### config.mk
export PLATFORM = sky130hd
export DESIGN_NAME = relu_stream_sequencer
export DESIGN_NICKNAME = d
export VERILOG_FILES = /design/src/rtl/relu_stream_sequencer.sv
export SDC_FILE = /design/constraint.sdc
export NUM_CORES = 1
export LEC_CHECK = 0
export CAP_MARGIN = 20
export CORE_MARGIN = 2
export CORE_UTILIZATION = 52
export DETAILED_ROUTE_END_ITERATION = 6
export PLACE_DENSITY = 0.8
export SLEW_MARGIN = 5
export SYNTH_ARGS = -nofsm -noshare
export SYNTH_HDL_FRONTEND = slang
export SYNTH_SLANG_ARGS = --single-unit
### constraint.sdc
create_clock -name clk_i -period 9.7 [get_ports clk_i]
set_input_delay 1.94 -clock clk_i [delete_from_list [all_inputs] [get_ports clk_i]]
set_output_delay 1.94 -clock clk_i [all_outputs]
set_load 0.005 [all_outputs]
### src/rtl/relu_stream_sequencer.sv
// Sequences one activation pass: reads a vector from the activation buffer, routes each word
// through the external ReLU (or a sign-extending bypass) and streams the results out through a
// 2-entry FIFO that absorbs downstream backpressure.
module relu_stream_sequencer #(
  parameter int unsigned IN_WIDTH  = 8,
  parameter int unsigned OUT_WIDTH = 8,
  parameter int unsigned ADDR_W    = 10,
  parameter int unsigned LEN_W     = 11
) (
  input  logic                 clk_i,
  input  logic                 rst_ni,
  input  logic                 start_i,
  input  logic [LEN_W-1:0]     length_i,
  input  logic [ADDR_W-1:0]    base_addr_i,
  input  logic                 relu_mode_i,
  output logic                 busy_o,
  output logic                 done_o,
  output logic                 rd_en_o,
  output logic [ADDR_W-1:0]    rd_addr_o,
  input  logic [IN_WIDTH-1:0]  rd_data_i,
  output logic [IN_WIDTH-1:0]  relu_in_o,
  output logic                 relu_en_o,
  input  logic [OUT_WIDTH-1:0] relu_out_i,
  output logic                 out_valid_o,
  output logic [OUT_WIDTH-1:0] out_data_o,
  output logic                 out_last_o,
  input  logic                 out_ready_i
);

  typedef enum logic [1:0] {StIdle, StRun, StFlush, StDone} state_e;

  state_e               state_q;
  logic                 busy_q, done_q;
  logic [LEN_W-1:0]     length_q, issued_q;
  logic [ADDR_W-1:0]    base_q;
  logic                 mode_q;
  logic                 pend_q, pend_last_q;  // read in flight: rd_data_i valid this cycle

  logic [OUT_WIDTH:0]   fifo_q [2];           // {last, data}
  logic                 wr_ptr_q, rd_ptr_q;
  logic [1:0]           cnt_q;

  logic                 pop, push;
  logic [2:0]           occ_after;
  logic [OUT_WIDTH-1:0] bypass_ext, push_data;
  logic [OUT_WIDTH:0]   head;

  assign pop  = out_valid_o & out_ready_i;
  assign push = pend_q;

  // Credit check: words that will sit in the FIFO after this cycle plus the read landing now.
  assign occ_after = {1'b0, cnt_q} + {2'b00, pend_q} - {2'b00, pop};

  // Issue a read whenever words remain and the FIFO is guaranteed room for the returned word.
  always_comb begin
    rd_en_o = (state_q == StRun) && (issued_q != length_q) && (occ_after < 3'd2);
  end

  assign rd_addr_o  = base_q + ADDR_W'(issued_q);
  assign bypass_ext = OUT_WIDTH'($signed(rd_data_i));
  assign push_data  = mode_q ? relu_out_i : bypass_ext;
  assign relu_in_o  = pend_q ? rd_data_i : '0;
  assign relu_en_o  = busy_q & mode_q;
  assign busy_o     = busy_q;
  assign done_o     = done_q;

  assign head        = fifo_q[rd_ptr_q];
  assign out_valid_o = (cnt_q != 2'd0);
  assign out_data_o  = out_valid_o ? head[OUT_WIDTH-1:0] : '0;
  assign out_last_o  = out_valid_o & head[OUT_WIDTH];

  // Control FSM: command latch, read counter, in-flight tracking and registered busy/done.
  always_ff @(posedge clk_i or negedge rst_ni) begin
    if (!rst_ni) begin
      state_q     <= StIdle;
      busy_q      <= 1'b0;
      done_q      <= 1'b0;
      length_q    <= '0;
      issued_q    <= '0;
      base_q      <= '0;
      mode_q      <= 1'b0;
      pend_q      <= 1'b0;
      pend_last_q <= 1'b0;
    end else begin
      pend_q      <= rd_en_o;
      pend_last_q <= rd_en_o && (issued_q == length_q - LEN_W'(1));
      if (rd_en_o) begin
        issued_q <= issued_q + LEN_W'(1);
      end
      unique case (state_q)
        StIdle: begin
          done_q <= 1'b0;
          if (start_i) begin
            length_q <= length_i;
            base_q   <= base_addr_i;
            mode_q   <= relu_mode_i;
            issued_q <= '0;
            busy_q   <= 1'b1;
            // An empty pass skips reading and completes through the flush check.
            state_q  <= (length_i == '0) ? StFlush : StRun;
          end
        end
        StRun: begin
          if (rd_en_o && (issued_q + LEN_W'(1) == length_q)) begin
            state_q <= StFlush;
          end
        end
        StFlush: begin
          if ((length_q == '0) || (pop && out_last_o)) begin
            state_q <= StDone;
            busy_q  <= 1'b0;
            done_q  <= 1'b1;
          end
        end
        StDone: begin
          done_q  <= 1'b0;
          state_q <= StIdle;
        end
        default: state_q <= StIdle;
      endcase
    end
  end

  // Output FIFO: captures the read word one cycle after rd_en, pops on handshake.
  always_ff @(posedge clk_i or negedge rst_ni) begin
    if (!rst_ni) begin
      fifo_q[0] <= '0;
      fifo_q[1] <= '0;
      wr_ptr_q  <= 1'b0;
      rd_ptr_q  <= 1'b0;
      cnt_q     <= 2'd0;
    end else begin
      if (push) begin
        fifo_q[wr_ptr_q] <= {pend_last_q, push_data};
        wr_ptr_q         <= ~wr_ptr_q;
      end
      if (pop) begin
        rd_ptr_q <= ~rd_ptr_q;
      end
      unique case ({push, pop})
        2'b10:   cnt_q <= cnt_q + 2'd1;
        2'b01:   cnt_q <= cnt_q - 2'd1;
        default: cnt_q <= cnt_q;
      endcase
    end
  end

endmodule
==> flow_metrics.tcl, run 1 <==
set metrics [dict create \
    die_h_um 88.68 \
    grt_pass1_wl_um 14170 \
    comb_power_share_pct 4.7 \
    dpl_cell_area_sq_um 4513 \
    synth-seq-cells 61 \
    layout_common_cells "72 x clkdlybuf4s50_1, 61 x dfrtp_1, 43 x nor2_1" \
    antenna_found_initial 0 \
    fin_ws_ns 3.201 \
    final_nets 517 \
    fin_crit_sh_pct 67.00 \
    hold_path.class "reg -> reg" \
    cts_buffer_depth 2 \
    core_sq_um 6869 \
    peakVddDrop_uv 83.06 \
    start_util_pct 54.28 \
    yosys-top-cells-area "dfrtp_1 41%, mux2_2 6.0%, xnor2_1 5.4%" \
    mostFrequentLayoutCell "clkdlybuf4s50_1" \
    die_width_um 88.68 \
    final_area_sq_um 4737 \
    drt_wl_total_um 8129 \
    clock_latency_ns 0.34 \
    rsz0062_at_grt "false" \
    power.total_uw 531.4 \
    grt_pass1_vias 3155 \
    cts_inserted_buffers 9 \
    place_hpwl_um 5955 \
    timing.hold.ws_ns 0.4783 \
    die_area_sq_um 7863 \
    avgSynthCellArea_sq_um 9.512 \
    rows 30 \
    gp_congestion 0.8527 \
    critical_path_class "in -> out" \
    avgViaCountPerCell 5.520 \
    maxCapViolations 0 \
    syn-cell-area_sq_um 3729 \
    synth-xor-area-share_pct 10.81 \
    p_clk_share_pct 47.5 \
    finClkSkew_ns 0.007087 \
    yosys_warnings 0 \
    syn-num-nets 450 \
    synthFlopType "dfrtp_1" \
    grt_overflow 0 \
    cts.reportedPaths.clkPinSlew_ns 0.07 \
    io_buffers 73 \
    cts_root_buffer "clkbuf_8" \
    hold_viol 0 \
    worstPathRequired_ns 7.76 \
    tightest_slew_ns 0.7765 \
    syn_inst 392 \
    htreeDepth 3 \
    finalMaxSlewViolations 0 \
    ctsResizeCount 0 \
    synthSimpleGateAreaFrac_pct 16.41 \
    post-place-ws_ns 3.226 \
    postCtsSetupRepairBufs 0 \
    cts_tree "built" \
    grt_max_degree 62 \
    ant_nets 0 \
    ys_async_sr_fraction_pct 100.0 \
    drc 0 \
    synth_compound_area_share_pct 10.94 \
    synth_edf_count 0 \
    avgRoutedWirePerCell_um 14.52 \
    drtIter0Drc 157 \
    drive_gt1_share_pct 9.267 \
    yosysTopAreaCellShare_pct 40.94 \
    p_int_uw 420.7 \
    p_switching_uw 110.7 \
    swShare_pct 20.84 \
    areaGrowthSynthToFinish_pct 27.05 \
    end_kind "output pin" \
    synth_top_family_by_area "simple AND/OR/NAND/NOR gates" \
    grtUsageTotal_pct 23.11 \
    leakage_nw 2.073 \
    synth_mux_area_share_pct 11.17 \
    pwr-share-seq_pct 47.9 \
    setup_viol 0 \
    cts_sinks 61 \
    via_count 3091 \
    ys_seq_area_share_pct 40.94 \
    ios 74 \
    first_pass_iters 4 \
    status "complete, no violations" \
    synth-adder-area-share_pct 5.772 \
    startpoint_type "primary input" \
    ctsHoldBuffers 0 \
    slew_headroom_pct 48.23 \
    worstPathMaxFanout 8 \
    fin_tns_setup_ns 0 \
    netlist-cell-type-count 43 \
    arrival_ns 4.56 \
    max_freq_ghz 0.1539 \
    yosysTopAreaCell "dfrtp_1" \
    p_per_area_nw_per_um2 112.2 \
    diodes 0 \
    min_period_ns 6.499 \
]
sequential cells by signal, indices dropped and copies added, names as in the netlist:
name	flops
base_q	10
busy_o	1
cnt_q	2
done_o	1
fifo_q	18
issued_q	11
length_q	11
mode_q	1
pend_last_q	1
pend_q	1
rd_ptr_q	1
state_q	2
wr_ptr_q	1
final cells by class:
class	instances	area [sq um]
clock buffer	10	137.6
clock inverter	6	86.33
fill	549	2132
inverter	17	63.81
multi-input combinational	294	2054
sequential	61	1526
tap	96	120.1
timing repair buffer	76	748.2
kinds of logic after synthesis:
kind of cell	count (synthesis)
simple gates	123
compound gates	70
mux	39
buf+inv	37
xor+xnor	46
flops	61
fa+ha+maj	16
metrics by stage:
| stage | cells | utilization, % |
|---|---|---|
| 3_5_place_dp | 544 | 65.70 |
| 2_1_floorplan | 392 | - |
| 4_1_cts | 560 | 68.96 |
| 3_3_place_gp | 544 | 65.70 |
| 5_1_grt | 560 | 68.96 |
| 6_report | 560 | 68.96 |
path summary, 6_finish.rpt:
check                       startpoint           to  slack, ns  cells after the start
min reg2reg                   wr_ptr_q     wr_ptr_q       0.48                      1
min                           wr_ptr_q     wr_ptr_q       0.48                      1
max in group asynchronous       rst_ni  length_q[8]       7.43                      2
max                        out_ready_i      rd_en_o       3.20                     11
min in group asynchronous       rst_ni     rd_ptr_q       1.76                      2
max reg2reg                   cnt_q[1]   state_q[1]       6.46                     11
synthesized netlist by cell type, types with 2 or more instances:
cell / instances
nor4_1: 5
o211ai_1: 2
xor2_1: 23
o31ai_1: 2
inv_1: 17
fa_1: 2
buf_2: 4
o21bai_1: 2
mux2i_1: 18
a21oi_1: 22
a2111oi_0: 2
or3_1: 3
dfrtp_1: 61
a31oi_1: 4
clkbuf_1: 14
nand3_1: 13
o21ai_0: 27
and2_1: 12
nand4_1: 8
mux2_2: 20
a21o_1: 4
nor2_1: 43
xnor2_1: 23
ha_1: 14
nand2b_1: 3
nor3_1: 4
and4_1: 4
nand2_1: 21
power by group through the flow:
stage               registers, mW  clock network, mW  logic [mW]
floorplan                   0.259                  0     0.00177
global placement            0.259                  0      0.0246
detailed placement          0.259                  0      0.0251
CTS                         0.254              0.256      0.0252
global route                0.254              0.267      0.0275
finish                      0.254              0.252      0.0248
routing by layer:
metal	global-route usage (%)	vias to the layer above	wire, um
met3	5.877	14	430
met2	40.57	78	4035
li1	-	1503	-
met5	0	-	0
met4	7.163	0	94
met1	27.83	1496	3568
critical path, stage by stage:
cell,delay [ns]
clkdlybuf4s50_1,0.52
nand2_1,0.07
nor2_1,0.17
a21oi_1,0.09
nand2b_1,0.17
fa_1,0.39
xnor2_1,0.22
nand3_1,0.14
a31oi_1,0.15
buf_4,0.18
clkdlybuf4s50_1,0.51
No activity file was read; power rests on OpenSTA's default activity.
==> run 2: changes to the inputs <==
clock period = 6.5 ns   (was 9.7 ns; I/O delays follow)
==> flow_metrics.tcl, run 2 (synthesis gave the netlist of run 1 again) <==
set metrics [dict create \
    cpMostUsedCell "clkdlybuf4s50_1" \
    dp_cells 544 \
    final_nets 517 \
    whs_path_depth 1 \
    ctsHoldBuffers 0 \
    largest_registers "fifo_q (18), issued_q (11), length_q (11)" \
    crit_start "out_ready_i" \
    via_count 3015 \
    first_pass_iters 4 \
    hold_start "wr_ptr_q" \
    layout_common_cells "72 x clkdlybuf4s50_1, 61 x dfrtp_1, 43 x nor2_1" \
    fillers 544 \
    cts_inserted_buffers 9 \
    largest-register "fifo_q" \
    worstPathCellList "clkdlybuf4s50_1 -> nand2_1 -> nor2_1 -> a21oi_1 -> nand2b_1 -> fa_1 -> xnor2_1 -> nand3_1 -> a31oi_1 -> buf_4 -> clkdlybuf4s50_1" \
    cts_buffer_depth 2 \
    hold_viol 0 \
    diodes 0 \
    leakage_nw 2.074 \
    drtIter0Drc 140 \
    final_area_sq_um 4745 \
    p_per_area_nw_per_um2 169.8 \
    avgViaCountPerCell 5.384 \
    avgRoutedWirePerCell_um 14.25 \
    rsz0062_at_grt "false" \
    max_freq_ghz 0.1915 \
    cp.depth 11 \
    hold_path.class "reg -> reg" \
    core_sq_um 6869 \
    drt_wl_total_um 7981 \
    drive_gt1_share_pct 9.267 \
    ctsResizeCount 0 \
    critical_path_class "in -> out" \
    setup_viol 0 \
    arrival_ns 3.92 \
    grt_overflow 0 \
    tightest_slew_ns 0.7922 \
    htreeDepth 3 \
    fin_tns_setup_ns 0 \
    fin_crit_sh_pct 80.33 \
    finClkSkew_ns 0.01434 \
    clock_latency_ns 0.34 \
    finalMaxSlewViolations 0 \
    worstPathRequired_ns 5.20 \
    place_hpwl_um 5814 \
    drc 0 \
    peakVddDrop_uv 119.2 \
    grtUsageTotal_pct 21.46 \
    antenna_found_initial 0 \
    slowest_stage "clkdlybuf4s50_1" \
    worstPathMaxFanout 8 \
    cts_tree "built" \
    end_kind "output pin" \
    grt_pass1_vias 2942 \
    cts.reportedPaths.clkPinSlew_ns 0.07 \
    maxCapViolations 0 \
    gp_congestion 0.8944 \
    die_area_sq_um 7863 \
    path_buf_inv 3 \
    final_cells 560 \
    ant_nets 0 \
    dpl_cell_area_sq_um 4513 \
    slowest_delay_ns 0.53 \
    ios 74 \
    fin_ws_ns 1.278 \
    post-place-ws_ns 1.311 \
    rr_startpoint "cnt_q[1]" \
    die_h_um 88.68 \
    min_period_ns 5.222 \
    slew_headroom_pct 45.82 \
    ff2ff_path_depth 11 \
    start_util_pct 54.28 \
    mostFrequentLayoutCell "clkdlybuf4s50_1" \
    largest_register_ffs 18 \
    postCtsSetupRepairBufs 0 \
    cts_root_buffer "clkbuf_8" \
    areaGrowthSynthToFinish_pct 27.25 \
    grt_pass1_wl_um 13060 \
    cts_sinks 61 \
    startpoint_type "primary input" \
    io_buffers 73 \
    die_width_um 88.68 \
    status "complete, no violations" \
    rows 30 \
    grt_max_degree 62 \
    path_delay_family "buffers and inverters" \
]
==> run 2: cell types whose count changed in the layout (fill, tap and decap cells not counted), sizes merged <==
| cell | change |
|---|---|
| clkinv | -2 |
| inv | +2 |
==> run 2: per-stage QoR <==
stage / power (mW) / hold slack [ns] / utilization [%]
3_3_place_gp: 0.4233 / 0.4590 / 65.70
5_1_grt: 0.8373 / 0.5109 / 69.07
6_report: 0.8055 / 0.4793 / 69.07
3_5_place_dp: 0.4241 / 0.4709 / 65.70
2_1_floorplan: 0.3894 / 0.4439 / -
4_1_cts: 0.8130 / 0.4804 / 69.07
==> run 2: path summary, 6_finish.rpt <==
check	end	slack, ns
worst max-delay path	rd_en_o	1.28
worst min-delay path	wr_ptr_q	0.48
worst max register to register	state_q[1]	3.26
worst min register to register	wr_ptr_q	0.48
max in group asynchronous	fifo_q[9]	4.89
min in group asynchronous	busy_o	1.11
==> run 2: per-layer routing <==
layer	wire, um	up-vias	GRT usage, %
met5	0	-	0
met4	67	0	7.851
met3	341	5	3.545
met2	3956	68	37.79
met1	3616	1443	26.45
li1	-	1499	-
==> run 2: report_power, final <==
part	internal, mW	switching [mW]	leakage [nW]	total, mW
Sequential	0.379	0	0.732	0.379
Clock	0.230	0.160	0.113	0.389
Combinational	0.0228	0.0139	1.23	0.0368
Total	0.632	0.174	2.07	0.805
==> run 2: final cells by class <==
cell class	instances	area, sq um	share of cell area, %
multi-input combinational	294	2054	43.30
sequential	61	1526	32.17
timing repair buffer	76	748.2	15.77
clock buffer	10	137.6	2.901
tap	96	120.1	2.532
clock inverter	6	93.84	1.978
inverter	17	63.81	1.345
